## src/rtl/foreground_pkg.sv

```systemverilog
// rtl/foreground_pkg.sv - shared constants, FSM state type and hit test for the foreground scheduler
package foreground_pkg;

    localparam int NUM_OBJECTS = 64;
    localparam int MAX_SLOTS   = 8;

    typedef enum logic [1:0] {
        IDLE  = 2'd0,
        SCAN  = 2'd1,
        FLUSH = 2'd2,
        DONE  = 2'd3
    } fg_state_t;

    // 9-bit compare so objects near the bottom (Y >= 0xF8) never wrap onto the top lines
    function automatic logic hit_test(input logic [7:0] y, input logic [7:0] ly);
        return (y <= ly) && ({1'b0, ly} < ({1'b0, y} + 9'd8));
    endfunction

endpackage

```

## src/rtl/foreground_scheduler_m_if.sv

```systemverilog
// rtl/foreground_scheduler_m_if.sv - OBM read port and line-buffer slot write port
interface foreground_scheduler_m_if;

    logic [5:0] obm_addr;
    logic [7:0] obm_y;
    logic       slot_we;
    logic [2:0] slot_idx;
    logic [5:0] slot_obma;
    logic [2:0] slot_row;

    modport master (
        output obm_addr,
        input  obm_y,
        output slot_we,
        output slot_idx,
        output slot_obma,
        output slot_row
    );

    modport slave (
        input  obm_addr,
        output obm_y,
        input  slot_we,
        input  slot_idx,
        input  slot_obma,
        input  slot_row
    );

endinterface

```

## src/rtl/foreground_scheduler_m.sv

```systemverilog
// rtl/foreground_scheduler_m.sv - per-scanline object evaluator filling up to MAX_SLOTS line-buffer slots
module foreground_scheduler_m #(
    parameter int NUM_OBJECTS = foreground_pkg::NUM_OBJECTS,
    parameter int MAX_SLOTS   = foreground_pkg::MAX_SLOTS
) (
    input  logic                       clk_12_5875,
    input  logic                       rst,
    input  logic                       start,
    input  logic [7:0]                 line_y,
    foreground_scheduler_m_if.master   bus,
    output logic [3:0]                 slot_count,
    output logic                       overflow,
    output logic                       busy,
    output logic                       done
);

    import foreground_pkg::*;

    fg_state_t  r_state;
    fg_state_t  w_state_nxt;

    logic [7:0] r_ly;
    logic [5:0] r_addr;
    logic [5:0] r_cmp_idx;
    logic       r_cmp_valid;
    logic [3:0] r_count;
    logic       r_overflow;
    logic       r_slot_we;
    logic [2:0] r_slot_idx;
    logic [5:0] r_slot_obma;
    logic [2:0] r_slot_row;

    logic       w_start;
    logic       w_hit;
    logic       w_room;
    logic       w_write;
    logic       w_ovf;
    logic       w_last;
    logic       w_adv;
    logic [7:0] w_diff;

    assign w_start = start && (r_state == IDLE);
    // Once overflow is flagged, any compare still in the pipe is dropped
    assign w_hit   = r_cmp_valid && !r_overflow && hit_test(bus.obm_y, r_ly);
    assign w_room  = r_count < 4'(MAX_SLOTS);
    assign w_write = w_hit && w_room;
    assign w_ovf   = w_hit && !w_room;
    assign w_last  = (r_addr == 6'(NUM_OBJECTS - 1));
    assign w_adv   = (r_state == SCAN) && !w_last && !r_overflow && !w_ovf;
    assign w_diff  = r_ly - bus.obm_y;

    always_ff @(posedge clk_12_5875) begin
        if (rst) begin
            r_state <= IDLE;
        end else begin
            r_state <= w_state_nxt;
        end
    end

    always_comb begin
        w_state_nxt = r_state;
        case (r_state)
            IDLE:    if (start) w_state_nxt = SCAN;
            SCAN:    if (r_overflow || w_last) w_state_nxt = FLUSH;
            FLUSH:   w_state_nxt = DONE;
            DONE:    w_state_nxt = IDLE;
            default: w_state_nxt = IDLE;
        endcase
    end

    always_ff @(posedge clk_12_5875) begin
        if (rst) begin
            r_ly        <= 8'd0;
            r_addr      <= 6'd0;
            r_cmp_idx   <= 6'd0;
            r_cmp_valid <= 1'b0;
            r_count     <= 4'd0;
            r_overflow  <= 1'b0;
            r_slot_we   <= 1'b0;
            r_slot_idx  <= 3'd0;
            r_slot_obma <= 6'd0;
            r_slot_row  <= 3'd0;
        end else begin
            // obm_y returns one cycle after the address, so track which index it belongs to
            r_cmp_valid <= (r_state == SCAN);
            r_cmp_idx   <= r_addr;
            r_slot_we   <= w_write;

            if (w_adv) begin
                r_addr <= r_addr + 6'd1;
            end

            if (w_write) begin
                r_count     <= r_count + 4'd1;
                r_slot_idx  <= r_count[2:0];
                r_slot_obma <= r_cmp_idx;
                r_slot_row  <= w_diff[2:0];
            end

            if (w_ovf) begin
                r_overflow <= 1'b1;
            end

            if (w_start) begin
                r_ly       <= line_y;
                r_addr     <= 6'd0;
                r_count    <= 4'd0;
                r_overflow <= 1'b0;
            end
        end
    end

    assign bus.obm_addr  = r_addr;
    assign bus.slot_we   = r_slot_we;
    assign bus.slot_idx  = r_slot_idx;
    assign bus.slot_obma = r_slot_obma;
    assign bus.slot_row  = r_slot_row;

    assign slot_count = r_count;
    assign overflow   = r_overflow;
    assign busy       = (r_state != IDLE);
    assign done       = (r_state == DONE);

endmodule

```

## src/flat_wrapper.sv

```systemverilog
// flat-port wrapper written by rule: the top's interface ports become plain ports
module foreground_scheduler_m_flat import foreground_pkg::*;
#(
    parameter int NUM_OBJECTS = foreground_pkg::NUM_OBJECTS,
    parameter int MAX_SLOTS   = foreground_pkg::MAX_SLOTS
)
  (clk_12_5875, rst, start, line_y, slot_count, overflow, busy, done, bus_obm_addr, bus_obm_y, bus_slot_we, bus_slot_idx, bus_slot_obma, bus_slot_row);
  foreground_scheduler_m_if bus_i ();
  input  logic clk_12_5875;
  input  logic rst;
  input  logic start;
  input  logic [7:0] line_y;
  output logic [3:0] slot_count;
  output logic overflow;
  output logic busy;
  output logic done;
  output wire logic [$bits(bus_i.obm_addr)-1:0] bus_obm_addr;
  input wire logic [$bits(bus_i.obm_y)-1:0] bus_obm_y;
  output wire logic [$bits(bus_i.slot_we)-1:0] bus_slot_we;
  output wire logic [$bits(bus_i.slot_idx)-1:0] bus_slot_idx;
  output wire logic [$bits(bus_i.slot_obma)-1:0] bus_slot_obma;
  output wire logic [$bits(bus_i.slot_row)-1:0] bus_slot_row;
  assign bus_obm_addr = bus_i.obm_addr;
  assign bus_i.obm_y = bus_obm_y;
  assign bus_slot_we = bus_i.slot_we;
  assign bus_slot_idx = bus_i.slot_idx;
  assign bus_slot_obma = bus_i.slot_obma;
  assign bus_slot_row = bus_i.slot_row;
  foreground_scheduler_m #(.NUM_OBJECTS(NUM_OBJECTS), .MAX_SLOTS(MAX_SLOTS)) u_core (.clk_12_5875(clk_12_5875), .rst(rst), .start(start), .line_y(line_y), .bus(bus_i), .slot_count(slot_count), .overflow(overflow), .busy(busy), .done(done));
endmodule
```

## config.mk

```make
export PLATFORM = sky130hd
export DESIGN_NAME = foreground_scheduler_m_flat
export DESIGN_NICKNAME = d
export VERILOG_FILES = /design/src/rtl/foreground_pkg.sv /design/src/rtl/foreground_scheduler_m_if.sv /design/src/rtl/foreground_scheduler_m.sv /design/src/flat_wrapper.sv
export SDC_FILE = /design/constraint.sdc
export NUM_CORES = 1
export LEC_CHECK = 0
export BUFFER_PORTS_ARGS = -buffer_cell sky130_fd_sc_hd__buf_2
export CAP_MARGIN = 20
export CORE_MARGIN = 2
export CORE_UTILIZATION = 35
export CTS_CLUSTER_DIAMETER = 50
export DETAILED_ROUTE_END_ITERATION = 10
export GPL_ROUTABILITY_DRIVEN = 0
export PLACE_DENSITY = 0.53
export SLEW_MARGIN = 10
export SYNTH_ARGS = -nofsm -noshare
export SYNTH_HDL_FRONTEND = slang
export SYNTH_SLANG_ARGS = --single-unit
```

## constraint.sdc

```tcl
create_clock -name clk_12_5875 -period 5.31 [get_ports clk_12_5875]
set_input_delay 0.531 -clock clk_12_5875 [delete_from_list [all_inputs] [get_ports clk_12_5875]]
set_output_delay 0.531 -clock clk_12_5875 [all_outputs]
set_load 0.01 [all_outputs]
```

==> flow_summary.yaml <==
synthesis:
  synth_area_leader_cell: "dfxtp_1"
  synth.yosys.warnings: 0
  ys_ff_latch: 41
  synthFlopType: "dfxtp_1"
  synth_fp_nets: 269
  async_reset_ff_frac: 0
  syn_inst: 225
  yosys-top-cells-area: "dfxtp_1 (40%), ha_1 (15%), mux2i_1 (5.9%), a21oi_1 (4.9%), nor2_1 (3.5%)"
  synth_edf_count: 0
  synth_cell_types: 36
  ys_seq_area_frac: 0.402
  synth_top_area_frac: 0.402
  avgSynthCellArea_sq_um: 9.08
  synth.cell_area_sq_um: 2040
  synthTopCellsByCount: "dfxtp_1 (41), ha_1 (24), a21oi_1 (20)"
  yosys.cell_count.top_type: "dfxtp_1"
die:
  core_sq_um: 5570
  die_y_um: 80.4
  start_util: 0.366
  io_pins: 45
  fp-row-count: 27
  die_w_um: 80.4
  dieArea_sq_um: 6460
sta:
  fin_tns_setup_ps: 0
  max-slew-margin-rel: 0.407
  rsz0062_at_grt: "false"
  max_slew.worst_pin.slew_ps: 887
  fin_crit_sh: 0.507
  setup_viol: 0
  fin_crit_ps: 2690
  finalMaxSlewViolations: 0
  hold_violations: 0
  fmax_ghz: 0.372
  fin_skew_ps: 6.05
placed_design:
  port_buffers: 44
  dp_hpwl_um: 3200
  postPlaceCellArea_sq_um: 2330
setup_path:
  crit_type: "in -> reg"
  required_ps: 5540
  arrival_ps: 2920
  critPathLaunchType: "primary input"
  path_max_fanout: 13
  crit_path_end_kind: "register"
drt:
  drt_iter0_drc: 62
  dr.pass1.iters: 4
  vias: 1637
  drc: 0
  routed_wl_um: 4290
  wire_per_inst_um: 12.6
  ant_nets: 0
  via_per_inst: 4.80
cts:
  max-clock-path-buffers: 2
  clockRootBuffer: "clkbuf_8"
  holdBufCountCts: 0
  h-tree-depth: 2
  cts.sinks: 41
  post_cts_buffers: 0
  cts.clk_slew.worst_paths_ps: 90
  cts_tree: "yes"
  post_cts_resized: 0
  cts_buffers: 5
  clock_latency_ps: 290
global_route:
  antenna_found_initial: 0
  grt_usage: 0.146
  overflow: 0
  grt_pass1_vias: 1550
  grt_max_degree: 33
  grtUsageMet3: 0.0382
  use_met1: 0.204
  grt_most_used_layer: "met2"
  grt_pass1_wl_um: 7430
  use_met2: 0.218
power_and_ir_drop:
  peakVddDrop_mv: 0.195
  p_clk_frac: 0.252
  power.internal_uw: 533
  p_switching_uw: 295
  p_seq_frac: 0.443
  p_leak_uw: 0.00105
  combPwrFrac: 0.305
  power_density_nw_per_um2: 342
  switching_share: 0.356
finish:
  drive_above_1_share: 0.216
  design_area_sq_um: 2420
  finalNetCount: 312
  nFillCells: 581
  syn_to_final_growth_pct: 18.3
  num_antenna_cells: 0
min_path:
  hold_class: "reg -> reg"
run_status:
  status: "finished clean"
run:
  maxCapViolations: 0
## placed cells by master (no fill, tap or decap), types with 2 or more instances in the layout
cell type,instances
and3_1,2
nand3_1,13
inv_1,17
o211ai_1,3
nor2b_1,10
xnor2_1,3
a211oi_1,4
nor2_1,19
mux2i_1,12
nand4_1,2
ha_1,24
o21ai_0,7
clkbuf_8,5
a21oi_1,20
buf_2,44
and4_1,2
dfxtp_1,41
nand2_1,17
xor2_1,2
or3_1,4
## cells by family after synthesis
group / Yosys count / share of synthesized area
AO/OA/AOI/OAI: 41 / 0.125
multiplexers: 12 / 0.0588
AND/OR/NAND/NOR: 75 / 0.185
buffers and inverters: 26 / 0.0509
adder cells (fa/ha/maj): 25 / 0.157
flip-flops: 41 / 0.402
XOR/XNOR: 5 / 0.0214
## registers in the layout, indices dropped and copies added (netlist names)
signal                flops
u_core.bus.slot_row       3
u_core.bus.slot_idx       3
u_core.bus.obm_addr       6
u_core.r_cmp_idx          6
u_core.r_state            2
u_core.r_cmp_valid        1
u_core.r_ly               8
u_core.bus.slot_obma      6
u_core.bus.slot_we        1
u_core.slot_count         4
u_core.overflow           1
## final timing paths
kind / start / end / slack, ps / depth (start not counted)
max: bus_obm_y[5] / u_core.bus.obm_addr[2]$_SDFFE_PP0P_ / 2620 / 10
min: u_core.r_cmp_idx[3]$_SDFF_PP0_ / u_core.bus.slot_obma[3]$_SDFFE_PP0P_ / 470 / 2
max reg2reg: u_core.r_ly[3]$_SDFFE_PP0P_ / u_core.bus.obm_addr[2]$_SDFFE_PP0P_ / 2760 / 8
min reg2reg: u_core.r_cmp_idx[3]$_SDFF_PP0_ / u_core.bus.slot_obma[3]$_SDFFE_PP0P_ / 470 / 2
## critical path, cell delays in order
cell and delay [ps]:
buf_2 120, nand3_1 140, xor2_1 170, ha_1 290
a21oi_1 110, o21ai_0 90, o221a_2 300, nor4b_2 800
o21ai_0 210, a21oi_1 150
## metal layers
| layer | vias up | wire length (um) |
|---|---|---|
| met5 | - | 0 |
| met4 | 0 | 45 |
| met3 | 4 | 154 |
| met2 | 32 | 1860 |
| met1 | 732 | 2230 |
| li1 | 869 | - |
## metrics by stage
step                      power, uW  hold WS (ps)  cells  utilization  setup WS [ps]
after global placement          627           446    333        0.417           2340
after detailed placement        628           454    333        0.417           2240
final                           827           475    341        0.433           2620
after floorplan                 554           440    225            -           2830
after CTS                       841           473    341        0.433           2580
after global routing            896           489    341        0.433           2310
## power groups by stage
stage / Clock (uW) / Sequential, uW / Combinational (uW)
2_1_floorplan: 0 / 368 / 186
3_3_place_gp: 0 / 374 / 253
3_5_place_dp: 0 / 374 / 254
4_1_cts: 218 / 367 / 256
5_1_grt: 229 / 373 / 294
6_report: 209 / 366 / 252
## area by class of cell
cell class                      instances  area (sq um)  share of cell area
Sequential cell                        41           821               0.340
Timing Repair Buffer                   45           228              0.0943
Tap cell                               72          90.1              0.0373
Multi-Input combinational cell        158          1120               0.465
Clock buffer                            5          68.8              0.0285
Clock inverter                          3          21.3             0.00880
Inverter                               17          63.8              0.0264
Note: power is estimated with default switching activity, not from simulation.
